==> src/rtl/imem_fetch_ctrl_if.sv <==
// Signal bundle between the fetch controller, the instruction-memory read port and decode.
// The master side is the fetch controller; the slave side is memory plus decode.
interface imem_fetch_ctrl_if #(
   parameter int FIFO_DEPTH = 2
);
   localparam int CW = $clog2(FIFO_DEPTH + 1);

   logic [31:0]   ImemAddress;
   logic [31:0]   ImemInstruction;
   logic          FetchEnable;
   logic          Redirect;
   logic [31:0]   RedirectPC;
   logic          InstrValid;
   logic          InstrReady;
   logic [31:0]   InstrOut;
   logic [31:0]   InstrPC;
   logic [CW-1:0] FifoCount;
   logic          FetchFault;

   modport master (
      output ImemAddress,
      input  ImemInstruction,
      input  FetchEnable,
      input  Redirect,
      input  RedirectPC,
      output InstrValid,
      input  InstrReady,
      output InstrOut,
      output InstrPC,
      output FifoCount,
      output FetchFault
   );

   modport slave (
      input  ImemAddress,
      output ImemInstruction,
      output FetchEnable,
      output Redirect,
      output RedirectPC,
      input  InstrValid,
      output InstrReady,
      input  InstrOut,
      input  InstrPC,
      input  FifoCount,
      input  FetchFault
   );
endinterface

==> src/rtl/imem_fetch_ctrl.sv <==
// Fetch sequencer: walks the fetch PC over a combinational instruction memory, buffers
// {PC, word} pairs in a small prefetch FIFO and hands them to decode via valid/ready.
module imem_fetch_ctrl #(
   parameter logic [31:0] RESET_PC   = 32'h0000_0000,
   parameter int          FIFO_DEPTH = 2,
   parameter int          MEM_WORDS  = 512
) (
   input logic               Clk,
   input logic               Rst_n,
   imem_fetch_ctrl_if.master fetch_if
);
   localparam int PW = $clog2(FIFO_DEPTH);
   localparam int CW = $clog2(FIFO_DEPTH + 1);

   typedef struct packed {
      logic [31:0] pc;
      logic [31:0] instr;
   } entry_t;

   entry_t        fifo_q [FIFO_DEPTH];
   logic [PW-1:0] wr_ptr_q, wr_ptr_d;
   logic [PW-1:0] rd_ptr_q, rd_ptr_d;
   logic [CW-1:0] count_q, count_d;
   logic [31:0]   fetch_pc_q, fetch_pc_d;
   logic          fault_q, fault_d;

   logic in_range;
   logic pop;
   logic room;
   logic push;

   assign in_range = {2'b00, fetch_pc_q[31:2]} < 32'(MEM_WORDS);
   assign pop      = (count_q != '0) & fetch_if.InstrReady & ~fetch_if.Redirect;
   assign room     = (count_q < CW'(FIFO_DEPTH)) | pop;
   assign push     = fetch_if.FetchEnable & room & ~fault_q & ~fetch_if.Redirect & in_range;

   // NOTE: every variable gets its hold value first, so no path through this block can infer a latch.
   always_comb begin
      wr_ptr_d   = wr_ptr_q;
      rd_ptr_d   = rd_ptr_q;
      count_d    = count_q;
      fetch_pc_d = fetch_pc_q;
      fault_d    = fault_q;

      if (fetch_if.Redirect) begin
         wr_ptr_d   = '0;
         rd_ptr_d   = '0;
         count_d    = '0;
         fetch_pc_d = {fetch_if.RedirectPC[31:2], 2'b00};
         fault_d    = 1'b0;
      end else begin
         if (push) begin
            wr_ptr_d   = wr_ptr_q + PW'(1);
            fetch_pc_d = fetch_pc_q + 32'd4;
         end
         if (pop) begin
            rd_ptr_d = rd_ptr_q + PW'(1);
         end
         case ({push, pop})
            2'b10:   count_d = count_q + CW'(1);
            2'b01:   count_d = count_q - CW'(1);
            default: count_d = count_q;
         endcase
         if (fetch_if.FetchEnable & room & ~in_range) begin
            fault_d = 1'b1;
         end
      end
   end

   // NOTE: state registers use non-blocking assignments so all of them update together at the edge.
   always_ff @(posedge Clk or negedge Rst_n) begin
      if (!Rst_n) begin
         wr_ptr_q   <= '0;
         rd_ptr_q   <= '0;
         count_q    <= '0;
         fetch_pc_q <= RESET_PC;
         fault_q    <= 1'b0;
      end else begin
         wr_ptr_q   <= wr_ptr_d;
         rd_ptr_q   <= rd_ptr_d;
         count_q    <= count_d;
         fetch_pc_q <= fetch_pc_d;
         fault_q    <= fault_d;
      end
   end

   // NOTE: the storage is reset on purpose: decode sees InstrOut/InstrPC as zero straight out of reset.
   always_ff @(posedge Clk or negedge Rst_n) begin
      if (!Rst_n) begin
         for (int i = 0; i < FIFO_DEPTH; i++) begin
            fifo_q[i] <= '0;
         end
      end else if (push) begin
         fifo_q[wr_ptr_q] <= '{pc: fetch_pc_q, instr: fetch_if.ImemInstruction};
      end
   end

   assign fetch_if.ImemAddress = fetch_pc_q;
   assign fetch_if.InstrValid  = (count_q != '0);
   assign fetch_if.InstrOut    = fifo_q[rd_ptr_q].instr;
   assign fetch_if.InstrPC     = fifo_q[rd_ptr_q].pc;
   assign fetch_if.FifoCount   = count_q;
   assign fetch_if.FetchFault  = fault_q;
endmodule

==> src/flat_wrapper.sv <==
// flat-port wrapper written by rule: the top's interface ports become plain ports
module imem_fetch_ctrl_flat 
#(
   parameter logic [31:0] RESET_PC   = 32'h0000_0000,
   parameter int          FIFO_DEPTH = 2,
   parameter int          MEM_WORDS  = 512
)
  (Clk, Rst_n, fetch_if_ImemAddress, fetch_if_ImemInstruction, fetch_if_FetchEnable, fetch_if_Redirect, fetch_if_RedirectPC, fetch_if_InstrValid, fetch_if_InstrReady, fetch_if_InstrOut, fetch_if_InstrPC, fetch_if_FifoCount, fetch_if_FetchFault);
  imem_fetch_ctrl_if #(.FIFO_DEPTH(FIFO_DEPTH)) fetch_if_i ();
  input logic Clk;
  input logic Rst_n;
  output wire logic [$bits(fetch_if_i.ImemAddress)-1:0] fetch_if_ImemAddress;
  input wire logic [$bits(fetch_if_i.ImemInstruction)-1:0] fetch_if_ImemInstruction;
  input wire logic [$bits(fetch_if_i.FetchEnable)-1:0] fetch_if_FetchEnable;
  input wire logic [$bits(fetch_if_i.Redirect)-1:0] fetch_if_Redirect;
  input wire logic [$bits(fetch_if_i.RedirectPC)-1:0] fetch_if_RedirectPC;
  output wire logic [$bits(fetch_if_i.InstrValid)-1:0] fetch_if_InstrValid;
  input wire logic [$bits(fetch_if_i.InstrReady)-1:0] fetch_if_InstrReady;
  output wire logic [$bits(fetch_if_i.InstrOut)-1:0] fetch_if_InstrOut;
  output wire logic [$bits(fetch_if_i.InstrPC)-1:0] fetch_if_InstrPC;
  output wire logic [$bits(fetch_if_i.FifoCount)-1:0] fetch_if_FifoCount;
  output wire logic [$bits(fetch_if_i.FetchFault)-1:0] fetch_if_FetchFault;
  assign fetch_if_ImemAddress = fetch_if_i.ImemAddress;
  assign fetch_if_i.ImemInstruction = fetch_if_ImemInstruction;
  assign fetch_if_i.FetchEnable = fetch_if_FetchEnable;
  assign fetch_if_i.Redirect = fetch_if_Redirect;
  assign fetch_if_i.RedirectPC = fetch_if_RedirectPC;
  assign fetch_if_InstrValid = fetch_if_i.InstrValid;
  assign fetch_if_i.InstrReady = fetch_if_InstrReady;
  assign fetch_if_InstrOut = fetch_if_i.InstrOut;
  assign fetch_if_InstrPC = fetch_if_i.InstrPC;
  assign fetch_if_FifoCount = fetch_if_i.FifoCount;
  assign fetch_if_FetchFault = fetch_if_i.FetchFault;
  imem_fetch_ctrl #(.RESET_PC(RESET_PC), .FIFO_DEPTH(FIFO_DEPTH), .MEM_WORDS(MEM_WORDS)) u_core (.Clk(Clk), .Rst_n(Rst_n), .fetch_if(fetch_if_i));
endmodule
==> config.mk <==
export PLATFORM = sky130hd
export DESIGN_NAME = imem_fetch_ctrl_flat
export DESIGN_NICKNAME = d
export VERILOG_FILES = /design/src/rtl/imem_fetch_ctrl_if.sv /design/src/rtl/imem_fetch_ctrl.sv /design/src/flat_wrapper.sv
export SDC_FILE = /design/constraint.sdc
export NUM_CORES = 1
export LEC_CHECK = 0
export BUFFER_PORTS_ARGS = -buffer_cell sky130_fd_sc_hd__buf_2
export CORE_MARGIN = 5
export CORE_UTILIZATION = 31
export CTS_CLUSTER_DIAMETER = 150
export DETAILED_ROUTE_END_ITERATION = 16
export PLACE_DENSITY_LB_ADDON = 0.05
export SETUP_SLACK_MARGIN = 0.05
export SKIP_LAST_GASP = 1
export SYNTH_ARGS = -nofsm -noshare
export SYNTH_HDL_FRONTEND = slang
export SYNTH_SLANG_ARGS = --single-unit
==> constraint.sdc <==
create_clock -name Clk -period 2.3 [get_ports Clk]
set_input_delay 0 -clock Clk [delete_from_list [all_inputs] [get_ports Clk]]
set_output_delay 0 -clock Clk [all_outputs]
set_load 0.05 [all_outputs]
==> impl_metrics.py, run 1 <==
metrics = {
    "run_status": {
        "status": "completed",
    },
    "timing": {
        "max_slew_margin": 0.4103,
        "hold_violations": 0,
        "finalMaxSlewViolations": 0,
        "fin_worst_skew_ps": 17.26,
        "tns_ps": 0,
        "max_freq_mhz": 454.5,
        "max_slew.worst_pin.slew_ps": 884.5,
        "fin_crit_ps": 2200,
        "setup_viol": 0,
        "period_share": 0.9565,
        "fin_ws_ps": 99.95,
        "rsz0062_at_grt": "true",
    },
    "place": {
        "gp_congestion": 0.7384,
        "dpl.cell_count": 908,
        "dp_hpwl_mm": 10.47,
        "dp_slack_ps": 29.84,
        "portBuffers": 162,
    },
    "drt": {
        "vias_per_cell": 4.493,
        "routedWlPerCell_um": 16.70,
        "ant_nets": 0,
        "drt_iter0_markers": 130,
        "dr.pass1.iters": 4,
        "wirelength_mm": 16.90,
        "drc": 0,
        "num_vias": 4547,
    },
    "logic_synthesis": {
        "seq_area_frac_synth": 0.5881,
        "synth.top_cells.by_count": "161 x mux2_2, 159 x dfrtp_1, 22 x and2_1",
        "ys.flop_type": "dfrtp_1",
        "yosys_warnings": 0,
        "yosysTopAreaCellShare": 0.5881,
        "synth_largest_area_cell": "dfrtp_1",
        "syn_avg_cell_area_um2": 14.30,
        "synth_edf_count": 0,
        "synthCells": 473,
        "yosysUniqueCellTypes": 43,
        "synth_most_common_cell": "mux2_2",
        "async_flop_share": 1.000,
        "netlist_area_um2": 6765,
        "ys_ff_latch": 159,
        "synth_area_leaders": "dfrtp_1 59%, mux2_2 27%, and2_1 2.0%, nor2b_1 1.9%, a21o_1 0.89%",
    },
    "final_layout": {
        "nNetsFinal": 789,
        "post_layout_nonfiller_instances": 1012,
        "fill_cells": 2029,
        "drive_above_1_share": 0.5464,
        "syn_to_final_growth_pct": 39.97,
        "num_antenna_cells": 0,
    },
    "worst_hold_path": {
        "hp-class": "primary input to asynchronous set/reset pin",
    },
    "cts": {
        "cts_buffer_depth": 2,
        "clock_latency_ps": 420,
        "cts.clk_slew.worst_paths_ps": 70,
        "tritoncts": "yes",
        "clock-sinks": 159,
        "cts-root-buf": "clkbuf_16",
        "numCtsBuffers": 17,
        "h-tree-depth": 4,
    },
    "critical_path": {
        "cp-end-kind": "flop",
        "r2r-start": "u_core.fetch_if.ImemAddress[17]$_DFFE_PN0P_",
        "critPathLaunchType": "flop",
        "crit_type": "flop to flop",
        "worstPathArrival_ps": 2530,
        "startpoint": "u_core.fetch_if.ImemAddress[17]$_DFFE_PN0P_",
        "r2r_slack_ps": 100,
        "cp_max_fo": 8,
        "timing.rr.end": "u_core.fetch_if.ImemAddress[9]$_DFFE_PN0P_",
        "worstPathRequired_ps": 2630,
        "critPathCapture": "u_core.fetch_if.ImemAddress[9]$_DFFE_PN0P_",
        "rr_worst_depth": 6,
    },
    "global_routing": {
        "grt_pass1_vias": 4942,
        "grt_pass1_wl_mm": 26.11,
        "grt_usage": 0.1346,
        "gr-total-overflow": 0,
        "grt_max_degree": 160,
        "antenna_found_initial": 0,
    },
    "floorplan": {
        "row_count": 54,
        "fp.dieW_um": 157.7,
        "dieArea_um2": 24880,
        "io_pins": 169,
        "start_util": 0.3119,
        "core-area_um2": 21690,
        "die_h_um": 157.7,
    },
    "power_and_ir_drop": {
        "power_mw": 6.423,
        "vdd_ir_drop_max_mv": 0.3984,
        "p_leak_nw": 4.919,
        "p_per_area_nw_per_um2": 678.3,
    },
    "job": {
        "drv_cap": 0,
    },
}
through the flow:
step / instance area, um^2 / hold WS, ps / utilization
after floorplan: 6809 / -295.6 / -
after global placement: 8033 / 218.4 / 0.3704
after detailed placement: 8033 / 228.6 / 0.3704
after CTS: 9399 / 314.3 / 0.4334
after global routing: 9469 / 327.6 / 0.4366
final: 9469 / 266.3 / 0.4366
power by group:
part	total [mW]	internal [mW]	switching, mW
combinational	0.600	0.224	0.377
clock	2.91	1.75	1.16
sequential	2.92	2.85	0.0633
logic make-up (layout without fill, tap and decap cells):
kind of cell | Yosys count | in the layout | synth area share
buffers and inverters | 34 | 290 | 0.02404
AOI/OAI and AO/OA | 30 | 30 | 0.03126
DFF | 159 | 159 | 0.5881
muxes | 167 | 167 | 0.2774
adders and majority gates | 1 | 1 | 0.001849
xor gates and xnor gates | 2 | 2 | 0.002590
other | 1 | 4 | 0.0005543
and+or+nand+nor | 79 | 79 | 0.07417
cells in the final DEF, fill, tap and decap left out, types with 4 or more instances in the layout:
cell type,count
buf_2,161
mux2_2,160
dfrtp_1,144
dlygate4sd3_1,67
and2_1,22
nor2b_1,21
clkbuf_16,19
dfrtp_2,15
buf_4,11
nand2_1,10
o21ai_0,8
a21o_1,8
inv_1,6
buf_12,6
nor2_1,5
o31ai_1,4
conb_1,4
worst min-delay path by stage:
stage	start	end	slack, ps
floorplan	Rst_n	u_core.fetch_if.FetchFault$_DFFE_PN0P_	-300
global placement	Rst_n	u_core.fetch_if.ImemAddress[17]$_DFFE_PN0P_	220
detailed placement	Rst_n	u_core.fetch_if.ImemAddress[22]$_DFFE_PN0P_	230
CTS	fetch_if_RedirectPC[22]	u_core.fetch_if.ImemAddress[22]$_DFFE_PN0P_	310
global route	fetch_if_RedirectPC[26]	u_core.fetch_if.ImemAddress[26]$_DFFE_PN0P_	330
finish	Rst_n	u_core.fetch_if.ImemAddress[22]$_DFFE_PN0P_	270
sequential cells by signal (all words and copies together), names as in the netlist:
register and cells:
u_core.fetch_if.FetchFault 1, u_core.fetch_if.FifoCount 2, u_core.fetch_if.ImemAddress 30, u_core.fifo_q 124, u_core.rd_ptr_q 1, u_core.wr_ptr_q 1
cell type report:
class                           count  area [um^2]  share of cell area
Clock buffer                       21        450.4             0.04757
Inverter                            6        22.52            0.002378
Clock inverter                     11        156.4             0.01652
Tap cell                          280        350.3             0.03700
Sequential cell                   159         3998              0.4222
Multi-Input combinational cell    283         2665              0.2814
Timing Repair Buffer              252         1827              0.1929
layer usage:
metal | vias to the layer above | routed length [um] | GRT usage | part of all wire
li1 | 2162 | - | - | -
met1 | 2266 | 7635 | 0.1743 | 0.45
met2 | 108 | 8081 | 0.2191 | 0.48
met3 | 11 | 972 | 0.04319 | 0.058
met4 | 0 | 212 | 0.03482 | 0.013
met5 | - | 0 | 0 | 0
critical path, stage by stage, from the launching register on:
cell     delay, ps
dfrtp_1        420
nor4_4         310
nand4_2        130
or3_4          380
buf_4          180
or4_1          500
a31oi_1        170
timing repair:
action                                  CTS  global route
gates cloned                              1             2
gates resized for setup                   4             4
hold buffers                             67             0
endpoints found under the hold margin   257             0
pin swaps                                 0             3
buffers inserted                          2             0
endpoints found under the setup margin   43            75
Note: power is estimated with default switching activity, not from simulation.
==> run 2, diff against run 1 <==
Settings changed: CORE_ASPECT_RATIO set to 0.6.
==> run 2 against run 1 <==
Worst hold slack worse by 200 ps. First-iteration DRC count grew 12%. Clock skew is 5.7 ps lower. Clock power decreased by 4%. Utilization is 0.93 points higher. Critical path depth grew 1. Die area increased by 0.39%. Maximum frequency is 1.4% lower. Combinational power grew 0.7%. Sequential cell count unchanged. Sequential share of layout area stayed put. Via count up 0.79%. Critical endpoint is now u_core.fifo_q[81]$_DFFE_PN0P_.
==> impl_metrics.py, run 2 (same netlist as run 1, synthesis figures left out) <==
metrics = {
    "cts": {
        "cts-root-buf": "clkbuf_16",
        "tritoncts": "yes",
        "h-tree-depth": 4,
        "numCtsBuffers": 17,
        "cts_buffer_depth": 2,
        "clock_latency_ps": 430,
        "clock-sinks": 159,
        "cts.clk_slew.worst_paths_ps": 70,
    },
    "global_routing": {
        "grt_pass1_vias": 5223,
        "grt_pass1_wl_mm": 28.45,
        "antenna_found_initial": 0,
        "grt_max_degree": 58,
        "grt_usage": 0.1417,
        "gr-total-overflow": 0,
    },
    "final_layout": {
        "fill_cells": 1928,
        "fin_area_um2": 9469,
        "final_cell_mix": "161 x mux2_2, 161 x buf_2, 144 x dfrtp_1",
        "drive_above_1_share": 0.5575,
        "num_antenna_cells": 0,
        "top_register": "u_core.fifo_q",
        "largest_reg_flops": 124,
        "syn_to_final_growth_pct": 39.97,
        "nNetsFinal": 796,
    },
    "power_and_ir_drop": {
        "pwr-share-comb": 0.096,
        "seqPwrFrac": 0.461,
        "clkPwrFrac": 0.443,
        "p_sw_frac": 0.2579,
        "power_switching_mw": 1.631,
        "p_leak_nw": 4.949,
        "p_int_mw": 4.694,
        "p_per_area_nw_per_um2": 668.0,
        "vdd_ir_drop_max_mv": 0.4781,
        "power_mw": 6.325,
    },
    "critical_path": {
        "cp_slowest_stage_delay_ps": 440,
        "cp_slowest_cell": "or3_4",
        "cp-end-kind": "flop",
        "r2r-start": "u_core.fetch_if.ImemAddress[22]$_DFFE_PN0P_",
        "worstPathRequired_ps": 2600,
        "cp_max_fo": 15,
        "path_buf_inv": 2,
        "path_cells": "nor4_2 -> nand4_2 -> or3_4 -> nor2_4 -> buf_4 -> buf_12 -> mux2_2",
        "worstPathArrival_ps": 2530,
        "rr_worst_depth": 7,
        "crit_type": "flop to flop",
        "startpoint": "u_core.fetch_if.ImemAddress[22]$_DFFE_PN0P_",
        "timing.rr.end": "u_core.fifo_q[81]$_DFFE_PN0P_",
        "r2r_slack_ps": 70,
        "critPathLaunchType": "flop",
        "critPathTopFamily": "simple AND/OR/NAND/NOR gates",
    },
    "drt": {
        "routedWlPerCell_um": 17.32,
        "ant_nets": 0,
        "drt_iter0_markers": 146,
        "vias_per_cell": 4.502,
        "drc": 0,
        "num_vias": 4583,
        "dr.pass1.iters": 4,
        "wirelength_mm": 17.63,
    },
    "place": {
        "placed_area_um2": 8021,
        "gp_congestion": 0.7504,
        "dp_hpwl_mm": 11.30,
        "portBuffers": 162,
    },
    "timing": {
        "fin_crit_ps": 2231,
        "rsz0062_at_grt": "true",
        "period_share": 0.9700,
        "setup_viol": 0,
        "max_slew.worst_pin.slew_ps": 511.4,
        "fin_worst_skew_ps": 11.52,
        "hold_violations": 0,
        "max_slew_margin": 0.6591,
        "max_freq_mhz": 448.2,
        "finalMaxSlewViolations": 0,
    },
    "floorplan": {
        "core-area_um2": 21240,
        "start_util": 0.3185,
        "io_pins": 169,
        "fp.dieW_um": 200.7,
        "row_count": 41,
        "dieArea_um2": 24980,
        "die_h_um": 124.4,
    },
    "worst_hold_path": {
        "hp-class": "primary input to asynchronous set/reset pin",
    },
    "run_status": {
        "status": "completed",
    },
    "job": {
        "drv_cap": 0,
    },
}
run 2: cell count changes in the layout (fill, tap and decap cells not counted), sizes merged:
cell | before | now
buf | 182 | 189
bufbuf | 1 | 0
bufinv | 3 | 2
clkbuf | 23 | 21
clkinvlp | 3 | 5
inv | 8 | 10
run 2: final cells by class:
type,instances,area (um^2),area share
Inverter,6,22.52,0.002378
Multi-Input combinational cell,283,2673,0.2822
Clock buffer,18,429.2,0.04532
Sequential cell,159,3998,0.4222
Clock inverter,14,158.9,0.01678
Timing Repair Buffer,259,1839,0.1942
Tap cell,279,349.1,0.03687
run 2: stage by stage:
step | util | TNS (ps) | hold slack [ps] | worst slack, ps | cells
2_1_floorplan | - | 0 | -295.6 | 41.88 | 476
3_3_place_gp | 0.3777 | -10.18 | -43.97 | -10.18 | 909
3_5_place_dp | 0.3777 | 0 | -40.10 | 37.55 | 909
4_1_cts | 0.4374 | 0 | 64.19 | 75.47 | 1008
5_1_grt | 0.4459 | -710.5 | 110.4 | -32.43 | 1018
6_report | 0.4459 | 0 | 68.82 | 68.97 | 1018
run 2: worst max-delay path by stage:
| stage | end | slack, ps | depth (start not counted) |
|---|---|---|---|
| 3_5_place_dp | u_core.fifo_q[81]$_DFFE_PN0P_ | 40 | 6 |
| 4_1_cts | u_core.fifo_q[81]$_DFFE_PN0P_ | 80 | 6 |
| 3_3_place_gp | u_core.fetch_if.ImemAddress[9]$_DFFE_PN0P_ | -10 | 6 |
| 2_1_floorplan | u_core.fifo_q[103]$_DFFE_PN0P_ | 40 | 6 |
| 5_1_grt | u_core.fifo_q[91]$_DFFE_PN0P_ | -30 | 7 |
| 6_report | u_core.fifo_q[81]$_DFFE_PN0P_ | 70 | 7 |
run 2: power groups by stage:
stage | Clock [mW] | Combinational, mW | Sequential, mW
after floorplan | 0 | 0.110 | 3.14
after global placement | 0 | 0.509 | 2.96
after detailed placement | 0 | 0.514 | 2.97
after CTS | 2.90 | 0.603 | 2.92
after global routing | 3.04 | 0.648 | 2.93
final | 2.80 | 0.604 | 2.92
run 2: timing repair:
item / in CTS / in global routing
hold buffers: 67 / 0
hold endpoints to repair: 200 / 0
gates resized for setup: 1 / 10
endpoints found under the setup margin: 42 / 44
buffers inserted: 0 / 6
cloned: 0 / 4
pin swaps: 0 / 5
run 2: routing by layer:
| metal | global-route usage | up-vias | part of all wire |
|---|---|---|---|
| met5 | 0 | - | 0 |
| met4 | 0.03801 | 0 | 0.0099 |
| met3 | 0.04424 | 17 | 0.044 |
| met2 | 0.2240 | 93 | 0.46 |
| met1 | 0.1896 | 2301 | 0.49 |
| li1 | - | 2172 | - |
==> run 3, diff against run 2 <==
Settings changed: SETUP_SLACK_MARGIN 0.05 to 0.15.
==> run 3 against run 2 <==
Maximum frequency is 3.1% higher. Total power is 0.31% higher. Largest cell class unchanged. Critical path type unchanged. Sequential share of layout area is 0.33 points lower. Register-to-register slack better by 70 ps. Combinational power hardly changed. Critical endpoint is now u_core.fifo_q[106]$_DFFE_PN0P_. Cell area is 0.78% higher. Highest routed layer unchanged.
==> impl_metrics.py, run 3 (same netlist as run 1, synthesis figures left out) <==
metrics = {
    "timing": {
        "hold_violations": 0,
        "fin_crit_ps": 2165,
        "max_freq_mhz": 461.9,
        "period_share": 0.9413,
        "max_slew.worst_pin.slew_ps": 765.1,
        "max_slew_margin": 0.4900,
        "finalMaxSlewViolations": 0,
        "fin_worst_skew_ps": 12.82,
        "timing.hold.ws_ps": 173.6,
        "setup_viol": 0,
        "rsz0062_at_grt": "true",
        "fin_ws_ps": 135.0,
    },
    "power_and_ir_drop": {
        "p_sw_frac": 0.2452,
        "p_leak_nw": 4.988,
        "vdd_ir_drop_max_mv": 0.5068,
        "clkPwrFrac": 0.444,
        "pwr-share-comb": 0.096,
        "seqPwrFrac": 0.460,
        "p_int_mw": 4.789,
        "p_per_area_nw_per_um2": 664.9,
        "power_switching_mw": 1.555,
    },
    "final_layout": {
        "layout_commonest_cell": "buf_2",
        "final-seq-area_um2": 3998,
        "multi_input_area_um2": 2699,
        "syn_to_final_growth_pct": 41.06,
        "top_register": "u_core.fifo_q",
        "num_antenna_cells": 0,
        "utilization": 0.4493,
        "nNetsFinal": 800,
        "drive_above_1_share": 0.5612,
        "largest_reg_flops": 124,
        "fill_cells": 1938,
        "final_cell_mix": "161 x buf_2, 151 x mux2_2, 144 x dfrtp_1",
    },
    "critical_path": {
        "cp_max_fo": 10,
        "r2r-start": "u_core.fetch_if.ImemAddress[24]$_DFFE_PN0P_",
        "cp-end-kind": "flop",
        "worstPathRequired_ps": 2600,
        "crit_type": "flop to flop",
        "startpoint": "u_core.fetch_if.ImemAddress[24]$_DFFE_PN0P_",
        "worstPathArrival_ps": 2470,
        "critPathLaunchType": "flop",
    },
    "run_status": {
        "status": "completed",
    },
    "floorplan": {
        "core-area_um2": 21240,
        "start_util": 0.3185,
        "fp.dieW_um": 200.7,
        "die_h_um": 124.4,
        "row_count": 41,
        "io_pins": 169,
        "dieArea_um2": 24980,
    },
    "drt": {
        "dr.pass1.iters": 4,
        "vias_per_cell": 4.497,
        "ant_nets": 0,
        "drc": 0,
        "routedWlPerCell_um": 17.35,
        "drt_iter0_markers": 132,
        "wirelength_mm": 17.73,
        "num_vias": 4596,
    },
    "place": {
        "portBuffers": 162,
        "dp_slack_ps": 16.23,
        "dp_hpwl_mm": 11.25,
        "gp_congestion": 0.7654,
    },
    "global_routing": {
        "grt_max_degree": 80,
        "grt_pass1_vias": 5159,
        "gr-total-overflow": 0,
        "antenna_found_initial": 0,
        "grt_pass1_wl_mm": 28.19,
        "grt_usage": 0.1430,
    },
    "cts": {
        "cts-root-buf": "clkbuf_16",
        "tritoncts": "yes",
        "cts_buffer_depth": 2,
        "clock_latency_ps": 430,
        "cts.clk_slew.worst_paths_ps": 60,
        "numCtsBuffers": 17,
        "clock-sinks": 159,
        "h-tree-depth": 4,
    },
    "worst_hold_path": {
        "hp-class": "primary input to asynchronous set/reset pin",
    },
    "job": {
        "drv_cap": 0,
    },
}
==> run 3: worst max-delay path: stages, from the launching register on <==
cell,delay [ps]
dfrtp_2,430
nor4_4,310
nand4_2,170
or3_4,390
nor2_4,120
buf_6,160
buf_16,150
mux2_2,330
==> run 3: area by class of cell <==
type,count,share of cell area
clock inverter,10,0.01154
tap,279,0.03658
inverter,6,0.002360
multi-input combinational,283,0.2828
sequential,159,0.4189
clock buffer,22,0.05074
timing repair buffer,263,0.1971
==> run 3: what timing repair did <==
item	CTS	global route
endpoints found under the hold margin	175	0
setup buffers	7	1
pin swaps	5	5
hold buffers	67	0
cloned	1	2
endpoints found under the setup margin	47	61
resized for setup	4	14
==> run 3: worst paths after layout <==
path	to	slack, ps	cells after the start
max	u_core.fifo_q[106]$_DFFE_PN0P_	140	7
min	u_core.fetch_if.ImemAddress[31]$_DFFE_PN0P_	170	2
max reg2reg	u_core.fifo_q[106]$_DFFE_PN0P_	140	7
min reg2reg	u_core.fifo_q[51]$_DFFE_PN0P_	480	1
max in group asynchronous	u_core.fifo_q[22]$_DFFE_PN0P_	1340	3
min in group Clk	u_core.fetch_if.ImemAddress[18]$_DFFE_PN0P_	340	3
==> run 3: stage by stage <==
stage               setup TNS (ps)  cells  power [mW]  instance area, um^2
floorplan                        0    476       3.251                 6809
global placement            -6.978    912       3.478                 8069
detailed placement               0    912       3.488                 8069
CTS                              0   1019       6.447                 9430
global route                     0   1022       6.616                 9543
finish                           0   1022       6.345                 9543
==> run 3: power by group through the flow <==
| stage | Clock [mW] | Sequential [mW] | Combinational, mW |
|---|---|---|---|
| 2_1_floorplan | 0 | 3.14 | 0.110 |
| 3_3_place_gp | 0 | 2.96 | 0.516 |
| 3_5_place_dp | 0 | 2.97 | 0.521 |
| 4_1_cts | 2.92 | 2.92 | 0.611 |
| 5_1_grt | 3.04 | 2.93 | 0.653 |
| 6_report | 2.82 | 2.92 | 0.607 |
==> run 3: routing by layer <==
metal	track usage	up-vias	routed length (um)
li1	-	2177	-
met1	0.1828	2299	8328
met2	0.2274	101	8334
met3	0.04658	19	823
met4	0.05338	0	249
met5	0	-	0
